<file path="src/rtl/bster_pkg.sv">
// Shared types and sizing helpers for the BST node datapath.
// Node layout is {parent,right,left,payload,token} with token at the LSB.
package bster_pkg;

    localparam int DEF_TOKEN_W   = 8;
    localparam int DEF_PAYLOAD_W = 32;
    localparam int DEF_PTR_W     = 8;
    localparam int DEF_DATA_W    = 32;

    function automatic int calc_node_w(input int token_w, input int payload_w, input int ptr_w);
        return token_w + payload_w + 3 * ptr_w;
    endfunction

    function automatic int calc_nb(input int node_w, input int data_w);
        return (node_w + data_w - 1) / data_w;
    endfunction

    function automatic int calc_stride(input int nb, input int data_w);
        return nb * data_w / 8;
    endfunction

    localparam int NODE_W = calc_node_w(DEF_TOKEN_W, DEF_PAYLOAD_W, DEF_PTR_W);
    localparam int NB     = calc_nb(NODE_W, DEF_DATA_W);
    localparam int STRIDE = calc_stride(NB, DEF_DATA_W);

    typedef struct packed {
        logic [DEF_PTR_W-1:0]     parent;
        logic [DEF_PTR_W-1:0]     right;
        logic [DEF_PTR_W-1:0]     left;
        logic [DEF_PAYLOAD_W-1:0] payload;
        logic [DEF_TOKEN_W-1:0]   token;
    } node_t;

    typedef enum logic [1:0] {
        IDLE = 2'd0,
        WR   = 2'd1,
        RD   = 2'd2,
        CPL  = 2'd3
    } fsm_e;

    function automatic logic [NODE_W-1:0] pack_node(input node_t n);
        return n;
    endfunction

    function automatic node_t unpack_node(input logic [NODE_W-1:0] v);
        return node_t'(v);
    endfunction

endpackage

</file>
<file path="src/rtl/bst_node_buffer.sv">
// NB-word node register: whole-node parallel load, or single-word capture at an index.
// Latency: one cycle from load/capture strobe to buf_o; no backpressure (load wins over capture).
// Backpressure: none, the owner sequences load/capture strobes.
module bst_node_buffer #(
    parameter int WORD_W = 32,
    parameter int NB     = 2,
    parameter int IDX_W  = 2
) (
    input  logic                 clk_i,
    input  logic                 rst_ni,
    input  logic                 load_i,
    input  logic [NB*WORD_W-1:0] load_dat_i,
    input  logic                 cap_i,
    input  logic [IDX_W-1:0]     idx_i,
    input  logic [WORD_W-1:0]    cap_dat_i,
    output logic [NB*WORD_W-1:0] buf_o
);

    logic [NB*WORD_W-1:0] buf_q;
    logic [NB*WORD_W-1:0] buf_d;

    always_comb begin
        buf_d = buf_q;
        if (load_i) begin
            buf_d = load_dat_i;
        end else if (cap_i) begin
            for (int b = 0; b < NB; b++) begin
                if (idx_i == IDX_W'(b)) begin
                    buf_d[b*WORD_W +: WORD_W] = cap_dat_i;
                end
            end
        end
    end

    always_ff @(posedge clk_i or negedge rst_ni) begin
        if (!rst_ni) begin
            buf_q <= '0;
        end else begin
            buf_q <= buf_d;
        end
    end

    assign buf_o = buf_q;

endmodule

</file>
<file path="src/rtl/bst_node_accessor.sv">
// Node front end: splits whole-node reads/writes into NB word beats and reassembles read nodes.
// Latency: write done accept+NB cycles; read completion the cycle after the last word is captured.
// Backpressure: one request in flight, req_ready low outside IDLE; mem_ready/cpl_ready stalls hold outputs.
module bst_node_accessor
    import bster_pkg::*;
#(
    parameter int          TOKEN_WIDTH    = 8,
    parameter int          PAYLOAD_WIDTH  = 32,
    parameter int          PTR_WIDTH      = 8,
    parameter int          RAM_DATA_WIDTH = 32,
    parameter int          RAM_ADDR_WIDTH = 16,
    parameter int unsigned BASE_ADDR      = 0
) (
    input  logic                      aclk,
    input  logic                      aresetn,
    input  logic                      req_valid,
    output logic                      req_ready,
    input  logic                      req_wr,
    input  logic [PTR_WIDTH-1:0]      req_ptr,
    input  logic [calc_node_w(TOKEN_WIDTH, PAYLOAD_WIDTH, PTR_WIDTH)-1:0] req_node,
    output logic                      cpl_valid,
    input  logic                      cpl_ready,
    output logic [calc_node_w(TOKEN_WIDTH, PAYLOAD_WIDTH, PTR_WIDTH)-1:0] cpl_node,
    output logic                      mem_valid,
    input  logic                      mem_ready,
    output logic                      mem_rd,
    output logic                      mem_wr,
    output logic [RAM_ADDR_WIDTH-1:0] mem_addr,
    output logic [RAM_DATA_WIDTH-1:0] mem_wr_data,
    input  logic                      mem_rd_valid,
    output logic                      mem_rd_ready,
    input  logic [RAM_DATA_WIDTH-1:0] mem_rd_data
);

    localparam int NODE_BITS = calc_node_w(TOKEN_WIDTH, PAYLOAD_WIDTH, PTR_WIDTH);
    localparam int BEATS     = calc_nb(NODE_BITS, RAM_DATA_WIDTH);
    localparam int STRIDE_B  = calc_stride(BEATS, RAM_DATA_WIDTH);
    localparam int BUF_W     = BEATS * RAM_DATA_WIDTH;
    localparam int CNT_W     = $clog2(BEATS + 1);

    localparam logic [CNT_W-1:0]          LAST_BEAT = CNT_W'(BEATS - 1);
    localparam logic [CNT_W-1:0]          NUM_BEATS = CNT_W'(BEATS);
    localparam logic [RAM_ADDR_WIDTH-1:0] BASE_A    = RAM_ADDR_WIDTH'(BASE_ADDR);
    localparam logic [RAM_ADDR_WIDTH-1:0] STRIDE_A  = RAM_ADDR_WIDTH'(STRIDE_B);
    localparam logic [RAM_ADDR_WIDTH-1:0] WORD_A    = RAM_ADDR_WIDTH'(RAM_DATA_WIDTH / 8);

    fsm_e                 state_q, state_d;
    logic [CNT_W-1:0]     issue_cnt_q, issue_cnt_d;
    logic [CNT_W-1:0]     rcv_cnt_q, rcv_cnt_d;
    logic [PTR_WIDTH-1:0] ptr_q, ptr_d;
    logic                 up_q;

    logic                      buf_load;
    logic                      buf_cap;
    logic [BUF_W-1:0]          load_dat;
    logic [BUF_W-1:0]          node_buf;
    logic [RAM_DATA_WIDTH-1:0] wr_word;
    logic [RAM_ADDR_WIDTH-1:0] addr_calc;

    // Same buffer holds the outgoing node for writes and the reassembled node for reads.
    bst_node_buffer #(
        .WORD_W (RAM_DATA_WIDTH),
        .NB     (BEATS),
        .IDX_W  (CNT_W)
    ) u_buf (
        .clk_i      (aclk),
        .rst_ni     (aresetn),
        .load_i     (buf_load),
        .load_dat_i (load_dat),
        .cap_i      (buf_cap),
        .idx_i      (rcv_cnt_q),
        .cap_dat_i  (mem_rd_data),
        .buf_o      (node_buf)
    );

    always_comb begin
        load_dat                = '0;
        load_dat[NODE_BITS-1:0] = req_node;
    end

    always_comb begin
        state_d      = state_q;
        issue_cnt_d  = issue_cnt_q;
        rcv_cnt_d    = rcv_cnt_q;
        ptr_d        = ptr_q;
        req_ready    = 1'b0;
        cpl_valid    = 1'b0;
        mem_valid    = 1'b0;
        mem_rd       = 1'b0;
        mem_wr       = 1'b0;
        mem_rd_ready = 1'b0;
        buf_load     = 1'b0;
        buf_cap      = 1'b0;
        case (state_q)
            IDLE: begin
                // up_q keeps req_ready low until the first cycle after reset release.
                req_ready = up_q;
                if (req_valid && up_q) begin
                    ptr_d       = req_ptr;
                    buf_load    = 1'b1;
                    issue_cnt_d = '0;
                    rcv_cnt_d   = '0;
                    state_d     = req_wr ? WR : RD;
                end
            end
            WR: begin
                mem_valid = 1'b1;
                mem_wr    = 1'b1;
                if (mem_ready) begin
                    issue_cnt_d = issue_cnt_q + 1'b1;
                    if (issue_cnt_q == LAST_BEAT) begin
                        state_d = IDLE;
                    end
                end
            end
            RD: begin
                mem_rd_ready = 1'b1;
                if (issue_cnt_q < NUM_BEATS) begin
                    mem_valid = 1'b1;
                    mem_rd    = 1'b1;
                    if (mem_ready) begin
                        issue_cnt_d = issue_cnt_q + 1'b1;
                    end
                end
                if (mem_rd_valid) begin
                    buf_cap   = 1'b1;
                    rcv_cnt_d = rcv_cnt_q + 1'b1;
                    if (rcv_cnt_q == LAST_BEAT) begin
                        state_d = CPL;
                    end
                end
            end
            CPL: begin
                cpl_valid = 1'b1;
                if (cpl_ready) begin
                    state_d = IDLE;
                end
            end
            default: state_d = IDLE;
        endcase
    end

    always_comb begin
        wr_word = '0;
        for (int b = 0; b < BEATS; b++) begin
            if (issue_cnt_q == CNT_W'(b)) begin
                wr_word = node_buf[b*RAM_DATA_WIDTH +: RAM_DATA_WIDTH];
            end
        end
    end

    // Address arithmetic is done at RAM_ADDR_WIDTH so overflow wraps silently.
    assign addr_calc = BASE_A + RAM_ADDR_WIDTH'(ptr_q) * STRIDE_A
                     + RAM_ADDR_WIDTH'(issue_cnt_q) * WORD_A;

    assign mem_addr    = mem_valid ? addr_calc : '0;
    assign mem_wr_data = mem_wr ? wr_word : '0;
    assign cpl_node    = cpl_valid ? node_buf[NODE_BITS-1:0] : '0;

    always_ff @(posedge aclk or negedge aresetn) begin
        if (!aresetn) begin
            state_q     <= IDLE;
            issue_cnt_q <= '0;
            rcv_cnt_q   <= '0;
            ptr_q       <= '0;
            up_q        <= 1'b0;
        end else begin
            state_q     <= state_d;
            issue_cnt_q <= issue_cnt_d;
            rcv_cnt_q   <= rcv_cnt_d;
            ptr_q       <= ptr_d;
            up_q        <= 1'b1;
        end
    end

endmodule

</file>
<file path="config.mk">
export PLATFORM = sky130hd
export DESIGN_NAME = bst_node_accessor
export DESIGN_NICKNAME = d
export VERILOG_FILES = /design/src/rtl/bster_pkg.sv /design/src/rtl/bst_node_buffer.sv /design/src/rtl/bst_node_accessor.sv
export SDC_FILE = /design/constraint.sdc
export NUM_CORES = 1
export LEC_CHECK = 0
export BUFFER_PORTS_ARGS = -buffer_cell sky130_fd_sc_hd__buf_4
export CORE_MARGIN = 5
export CORE_UTILIZATION = 52
export CTS_CLUSTER_SIZE = 40
export DETAILED_ROUTE_END_ITERATION = 16
export MAX_ROUTING_LAYER = met4
export PLACE_DENSITY = 0.85
export SLEW_MARGIN = 10
export SYNTH_ARGS = -nofsm -noshare
export SYNTH_HDL_FRONTEND = slang
export SYNTH_SLANG_ARGS = --single-unit
export TNS_END_PERCENT = 20
</file>
<file path="constraint.sdc">
create_clock -name aclk -period 3.4 [get_ports aclk]
set_input_delay 0 -clock aclk [delete_from_list [all_inputs] [get_ports aclk]]
set_output_delay 0 -clock aclk [all_outputs]
set_load 0.05 [all_outputs]
</file>
## Word-level counts from Yosys, hierarchy flattened

Cells that the tools add are included.

- Register bits: 79
- Bits in latches: 0
- RAM bits: 0
- ROM bits: 0
- Memories: 0

- $add $sub $neg: 3
- Multiply operators: 0
- Divide/modulo/power cells: 0
- Magnitude comparators: 1
- Eq/ne operators: 12
- Shift-type cells: 0
- Multiplexer cells: 34
- Bitwise logic cells: 0
- Reduce and logical (&&, ||, !) cells: 15

Operators by type and width:

| kind | count |
|---|---|
| 64-bit two-way mux | 3 |
| 32-bit two-way mux | 5 |
| 2-bit two-way mux | 11 |
| 2-bit inequality test, second input constant | 7 |
| 11-bit by 4-bit adder with 12-bit output | 1 |
| 12-bit two-way mux | 1 |
| 1-bit two-way mux | 10 |
| 2-bit case mux with 4 select lines | 1 |
| 2-bit nonzero test | 4 |
| 2-bit by 1-bit == test with 1-bit output, second input constant | 3 |
| 2-bit logical NOT | 3 |
| 2-bit case mux with 3 select lines | 1 |
| 2-bit AND reduction | 3 |
| 3-bit AND reduction | 2 |
| 6-bit AND reduction | 1 |
| 2-bit by 1-bit adder with 2-bit output, second input constant | 2 |
| 2-bit == test, second input constant | 2 |
| 2-bit case mux with 2 select lines | 1 |
| 3-bit nonzero test | 1 |
| 2-bit < comparator, second input constant | 1 |
| 1-bit case mux with 2 select lines | 1 |
| 1-bit logical AND | 1 |

## Longest topological paths before layout

Gate-level depths: netlist (run 1).

- Depth in word-level cells: 5
- Gate-level depth with buffers: 8
- Depth with buffers taken out: 6

## By module

Synthesis (run 1) repeated with hierarchy kept, for this count alone.

- Cell total of the unflattened synthesis: 670
- Area, all modules: 5195.0 um^2

By module, submodules not included:

| module | instances | cells each | area an instance (um^2) |
|---|---|---|---|
| bst_node_buffer | 1 | 352 | 3071.7 |
| bst_node_accessor | 1 | 318 | 2123.3 |

## Worst setup path before layout (run 1)

OpenSTA, ideal clock, no wires.

- Path type: reg2out
- Start: register state_q[0]
- End: output port mem_addr[11]
- Arrival time: 3.447 ns
- Required time: 3.400 ns
- Path slack: -0.047 ns
- Stages on the path, launching flop included: 6
- Buffers on the path: 0
- Path through: dfrtp_1 inv_1 ha_1 nor2b_2 o21ai_2 nor4_1

- Word-level cells in the longest chain between the ends: 3
- Elaborated cells between the ends (all ways): 4
- Those cells by class: eq/ne: 2; mux: 2

RTL lines:

| item | RTL line | source |
|---|---|---|
| start: declaration | bst_node_accessor.sv:47 | `fsm_e state_q, state_d;` |
| start signal: assignment | bst_node_accessor.sv:168 | `state_q <= state_d;` |
| 2-bit == test or 2-bit by 1-bit == test with 1-bit output (tied branches) | bst_node_accessor.sv:94 | `case (state_q)` |
| 1-bit case mux with 2 select lines * | bst_node_accessor.sv:94 |  |
| 12-bit two-way mux * | bst_node_accessor.sv:156 | `assign mem_addr = mem_valid ? addr_calc : '0;` |
| end: declaration | bst_node_accessor.sv:28 | `output logic [RAM_ADDR_WIDTH-1:0] mem_addr,` |

Mark *: on every way between the ends. The rest lies on a longest branch, timed or not.

## Worst setup path after layout (run 1)

- Start: register state_q[1]
- End: register u_buf.buf_q[22], in the netlist u_buf.buf_o[22]

- Word-level cells in the longest chain between the ends: 4
- Elaborated cells between the ends (all ways): 8
- Those cells by class: eq/ne: 1; mux: 3; reduce/logical: 4

RTL lines:

| item | RTL line | source |
|---|---|---|
| 2-bit == test or 2-bit logical NOT (tied branches) | bst_node_accessor.sv:94 |  |
| 1-bit two-way mux | bst_node_accessor.sv:94 |  |
| 2-bit nonzero test (no line) | n/a |  |
| 2-bit AND reduction (no line) | n/a |  |
| end signal: assignment | bst_node_buffer.sv:39 | `buf_q <= buf_d;` |
| end: declaration | bst_node_buffer.sv:19 | `logic [NB*WORD_W-1:0] buf_q;` |

Several ways; a longest one is shown, not always the timed one.
A chain may end at the register's enable or synchronous reset.

==> results of run 1 <==
[worst min-delay path: stages]
cell and delay (ps):
buf_4 90, mux2i_1 60, o21ai_0 150
[logic make-up after synthesis]
family / count (synthesis) / synth area share (%)
AOI/OAI and AO/OA: 108 / 10.9
DFF: 79 / 38.4
xor gates and xnor gates: 5 / 0.851
adders and majority gates: 12 / 2.92
and+or+nand+nor: 259 / 24.8
other: 2 / 0.146
muxes: 77 / 15.2
buffers and inverters: 56 / 6.83
[power by group through the flow]
stage | logic (mW) | registers (mW) | clock network (mW)
after floorplan | 2.89 | 1.65 | 0
after global placement | 3.77 | 1.74 | 0
after detailed placement | 3.86 | 1.78 | 0
after CTS | 4.54 | 1.76 | 0.811
after global routing | 4.99 | 1.85 | 0.857
final | 4.66 | 1.80 | 0.813
[timing repair]
| item | in CTS | in global routing |
|---|---|---|
| endpoints found under the hold margin | 155 | 0 |
| gates resized for setup | 0 | 0 |
| hold buffers | 136 | 0 |
[sequential cells by signal, summed over array words and instances (netlist names)]
register,count
u_buf.buf_o,64
ptr_q,8
issue_cnt_q,2
rcv_cnt_q,2
state_q,2
up_q,1
[through the flow]
| step | total power [mW] | hold WS [ps] | instances | util, % |
|---|---|---|---|---|
| after floorplan | 4.54 | -296 | 603 | - |
| after global placement | 5.51 | 203 | 917 | 69.3 |
| after detailed placement | 5.64 | 214 | 917 | 69.3 |
| after CTS | 7.11 | 8.82 | 1069 | 85.7 |
| after global routing | 7.69 | 35.5 | 1069 | 85.7 |
| final | 7.27 | 5.07 | 1069 | 85.7 |
[cells in the mapped netlist, types with 2 or more instances]
| cell | instances |
|---|---|
| nand3_4 | 2 |
| o21ai_1 | 33 |
| and3_1 | 2 |
| and2_1 | 99 |
| a21oi_1 | 2 |
| o21ai_0 | 67 |
| nand2_1 | 139 |
| buf_6 | 12 |
| clkbuf_2 | 3 |
| mux2_2 | 8 |
| nor2_1 | 7 |
| ha_1 | 12 |
| clkbuf_1 | 16 |
| mux2i_1 | 69 |
| xor2_1 | 2 |
| inv_1 | 9 |
| buf_4 | 7 |
| conb_1 | 2 |
| dfrtp_1 | 79 |
| xnor2_1 | 3 |
| nand3_1 | 4 |
| buf_2 | 8 |
[layout make-up]
cell class	count	area (um2)	area share, %
clock buffers	10	138	1.65
clock inverters	6	92.6	1.11
inverters	9	33.8	0.405
multi-input cells	468	2860	34.3
flip-flops and latches	79	1980	23.7
well taps	133	166	2.00
repair buffers	364	3070	36.9
[metal layers]
layer  share of wire (%)  routed length [um]  track usage (%)  vias up
li1                    -                   -                -     2628
met1                  38                7280             36.7     2760
met2                  50                9690             56.1      304
met3                 7.8                1490             5.58       73
met4                 4.2                 806             14.7        0
met5                   0                   0                -        -
[worst max-delay path by stage]
stage | start | end | slack [ps] | cells after the start
finish | state_q[1] | u_buf.buf_o[22] | 600 | 7
global route | state_q[0] | u_buf.buf_o[22] | 430 | 7
CTS | state_q[1] | u_buf.buf_o[24] | 690 | 6
detailed placement | state_q[1] | u_buf.buf_o[24] | 1220 | 5
global placement | issue_cnt_q[1] | mem_wr_data[2] | 1320 | 7
floorplan | state_q[0] | mem_addr[11] | 510 | 5
==> results.yml, run 1 <==
global_routing:
  grt_max_degree: 80
  overflow: 0
  grt_pass1_vias: 6022
  antenna_found_initial: 0
  grt_first_pass_wirelength_um: 29600
  globalRouteTotalUtil_pct: 32.4
placement:
  pre_cts_slack_ps: 1220
  gp_congestion: 0.912
  io_buffers: 222
  placed_cell_area_um2: 6740
  place_hpwl_um: 11500
yosys:
  synth_ff_type: "dfrtp_1"
  netlist_area_um2: 5150
  ys_seq_elements: 79
  avgSynthCellArea_um2: 8.61
  yosys.area.top_type_share_pct: 38.4
  synthTopCellsByArea: "dfrtp_1 (38%), mux2i_1 (13%), and2_1 (12%), nand2_1 (10%), o21ai_0 (6.5%)"
  synthCells: 598
  seq_area_frac_synth_pct: 38.4
  yosys_warnings: 0
  synth_edf_count: 0
  async_flop_share_pct: 100
  ys_types: 35
  yosysTopAreaCell: "dfrtp_1"
cells_and_area:
  fillers: 486
  n_antenna_cell: 0
  mostFrequentLayoutCell: "buf_4"
  layout_common_cells: "buf_4 (228), nand2_1 (139), dlygate4sd3_1 (136)"
  area_growth_pct: 61.9
  stdcell_area_um2: 8340
  final_nets: 1054
  drive_above_1_share_pct: 27.8
routing:
  via_per_inst: 5.39
  antenna_left: 0
  firstDrtPassIters: 6
  wl_per_cell_um: 18.0
  wirelength_um: 19300
  drc: 0
  dr.first_iter.drc_count: 366
  vias: 5765
worst_setup_path:
  worstPathCellList: "inv_1 > ha_1 > and3_4 > buf_4 > nand2_1 > o21ai_0 > dlygate4sd3_1"
  cp.arrival_ps: 3090
  rrSetupSlack_ps: 600
  rr_endpoint: "u_buf.buf_o[22]"
  endpoint_kind: "register"
  cp.required_ps: 3690
  r2r_start: "state_q[1]"
  cp_top_family: "buffers and inverters"
  crit_path_top_delay_cell: "and3_4"
  cp-start-kind: "register"
  criticalPathCategory: "reg2reg"
  cp_max_fo: 68
  rr_worst_depth: 7
  path_buf_inv: 3
  max_stage_delay_ps: 680
power:
  combPwrFrac_pct: 64.1
  switching_share_pct: 48.8
  leakage_nw: 4.32
  clkPwrFrac_pct: 11.2
  pwr-share-seq_pct: 24.7
  p_int_mw: 3.72
  p_switching_mw: 3.55
  power.density_nw_per_um2: 873
  ir_drop_v: 0.000664
min_path:
  min_to: "u_buf.buf_o[63]"
  hold_path.class: "in2reg"
  min_from: "mem_rd_data[31]"
  hold_depth: 3
die:
  ios: 229
  start_util_pct: 52.9
  rows: 36
  core-area_um2: 9730
  die_h_um: 110
  fp.dieArea_um2: 12000
  fp.dieW_um: 110
clocking:
  h-tree-depth: 3
  post_cts_buffers: 0
  root_buffer: "clkbuf_8"
  cts_tree: "yes"
  cts_num_sinks: 79
  clk_pin_slew_ps: 90
  cts_buffers: 9
  insertion_delay_ps: 350
  clockBufferDepth: 2
timing:
  slew_viol_final: 0
  fin_ws_ps: 596
  finalCritPeriodShare_pct: 82.5
  relSlewSlack_pct: 29.5
  tightest_slew_ps: 1060
  finalHoldViolations: 0
  setup_viol: 0
  finalClockSkew_ps: 13.9
  rsz0062_at_grt: "no"
  fin_crit_ps: 2800
  fmax_mhz: 357
  fin_setup_tns_ps: 0
status:
  run_status: "finished, final reports clean"
flow_run:
  maxCapViolCount: 0
Power figures use the tool's default switching activity.
==> inputs of run 2 (changes only) <==
--- a/config.mk
+++ b/config.mk
@@ -7,11 +7,11 @@
 export LEC_CHECK = 0
 export BUFFER_PORTS_ARGS = -buffer_cell sky130_fd_sc_hd__buf_4
 export CORE_MARGIN = 5
-export CORE_UTILIZATION = 52
+export CORE_UTILIZATION = 44
 export CTS_CLUSTER_SIZE = 40
 export DETAILED_ROUTE_END_ITERATION = 16
 export MAX_ROUTING_LAYER = met4
-export PLACE_DENSITY = 0.85
+export PLACE_DENSITY = 0.76
 export SLEW_MARGIN = 10
 export SYNTH_ARGS = -nofsm -noshare
 export SYNTH_HDL_FRONTEND = slang
==> constraint.sdc (replaced) <==
create_clock -name aclk -period 2.4 [get_ports aclk]
set_input_delay 0 -clock aclk [delete_from_list [all_inputs] [get_ports aclk]]
set_output_delay 0 -clock aclk [all_outputs]
set_load 0.05 [all_outputs]
==> results.yml, run 2 (synthesis gave the netlist of run 1 again) <==
routing:
  via_per_inst: 5.11
  antenna_left: 0
  dr.first_iter.drc_count: 303
  wl_met2_um: 9080
  wirelength_um: 17700
  firstDrtPassIters: 5
  vias: 5387
  drc: 0
  met3RoutedLength_um: 1130
  wl_per_cell_um: 16.8
  wl_met1_um: 6830
  dr.max_layer_used: "met4"
cells_and_area:
  stdcell_area_um2: 8200
  area_growth_pct: 59.2
  layout_common_cells: "buf_4 (231), nand2_1 (139), dlygate4sd3_1 (107)"
  fillers: 833
  mostFrequentLayoutCell: "buf_4"
  final_nets: 1029
  drive_above_1_share_pct: 28.8
  utilization_pct: 71.5
  largest_reg_flops: 64
  instances_no_fill: 1055
global_routing:
  grt_pass1_vias: 5775
  overflow: 0
  globalRouteTotalUtil_pct: 25.6
  grt_first_pass_wirelength_um: 28700
  grt_max_degree: 80
  antenna_found_initial: 1
die:
  fp.dieArea_um2: 14000
  start_util_pct: 44.9
  fp.dieW_um: 118
  die_h_um: 118
  core-area_um2: 11500
  ios: 229
  rows: 39
timing:
  fmax_mhz: 450
  tightest_slew_ps: 1030
  relSlewSlack_pct: 31.7
  hold_slack_ps: 175
  finalCritPeriodShare_pct: 92.6
  slew_viol_final: 0
  fin_crit_ps: 2220
  finalClockSkew_ps: 3.63
  rsz0062_at_grt: "no"
  setup_viol: 0
  fin_setup_tns_ps: 0
  finalHoldViolations: 0
clocking:
  insertion_delay_ps: 320
  root_buffer: "clkbuf_16"
  clockBufferDepth: 2
  cts_buffers: 9
  ctsResizeCount: 0
  clk_pin_slew_ps: 60
  cts_num_sinks: 79
  h-tree-depth: 3
  cts_tree: "yes"
worst_setup_path:
  cp_top_family: "buffers and inverters"
  cp_max_fo: 12
  worstPathCellList: "inv_1 > ha_1 > buf_4 > nand2_1 > o21ai_0 > and2_1 > buf_4"
  path_buf_inv: 3
  crit_path_top_delay_cell: "dfrtp_1"
  endpoint_kind: "output pin"
  criticalPathCategory: "reg2out"
  cp.required_ps: 2400
  max_stage_delay_ps: 480
  cp-start-kind: "register"
  cp.arrival_ps: 2220
  crit_path_frequent_cell: "buf_4"
placement:
  gp_congestion: 0.840
  place_hpwl_um: 11200
  placed_cell_area_um2: 6820
  io_buffers: 222
  dp.cells: 931
min_path:
  hold_path.class: "in2reg"
status:
  run_status: "finished, final reports clean"
power:
  power.density_nw_per_um2: 1180
  ir_drop_v: 0.000924
  leakage_nw: 4.23
flow_run:
  maxCapViolCount: 0
## run 2: cell count changes in the layout (fill, tap and decap cells not counted), sizes merged
cell and change:
inv -1, clkinv +1, clkbuf +2, clkinvlp -2, buf +4, dlygate4sd3 -29
diode +1
## run 2: tightest hold or removal path, delay by kind of cell
family          cells  cell delay (ps)
compound gates      1               80
buf+inv             2              160
simple gates        1              130
mux                 1               90
## run 2: layout make-up
| cell class | count | area [um2] | share of cell area (%) |
|---|---|---|---|
| well taps | 143 | 179 | 2.18 |
| repair buffers | 339 | 2830 | 34.5 |
| flip-flops and latches | 79 | 1980 | 24.1 |
| inverters | 9 | 33.8 | 0.412 |
| clock inverters | 4 | 70.1 | 0.855 |
| clock buffers | 12 | 236 | 2.89 |
| multi-input cells | 468 | 2870 | 35.0 |
| diodes | 1 | 2.50 | 0.0305 |
## run 2: per-stage QoR
step / power, mW / setup WS (ps)
after floorplan: 6.46 / 12.9
after global placement: 7.89 / 392
after detailed placement: 8.06 / 226
final: 9.64 / 177
after global routing: 10.3 / 7.11
after CTS: 9.66 / 176
## run 2: final timing paths
kind	startpoint	to	slack (ps)	cells after the start
max in group asynchronous	aresetn	u_buf.buf_o[13]	1350	2
worst min-delay path	cpl_ready	state_q[0]	180	5
worst min register to register	ptr_q[0]	ptr_q[0]	520	1
worst max register to register	state_q[0]	u_buf.buf_o[48]	230	5
worst max-delay path	issue_cnt_q[1]	mem_wr_data[5]	180	7
min in group asynchronous	aresetn	ptr_q[0]	370	2
## run 2: repair_timing
item                                   in CTS  in global routing
endpoints found under the hold margin     154                  0
buffers inserted                            0                  0
hold buffers                              107                  0
## run 2: where the power goes
group / switching [mW] / internal (mW) / total [mW] / leakage (nW)
combinational: 3.68 / 2.03 / 5.71 / 3.11
sequential: 0.535 / 1.98 / 2.51 / 0.972
clock: 0.514 / 0.909 / 1.42 / 0.151
## run 2: metal layers
layer | global-route usage, % | vias up
met5 | - | -
met4 | 12.5 | 0
met3 | 5.35 | 61
met2 | 43.3 | 237
met1 | 28.7 | 2502
li1 | - | 2587
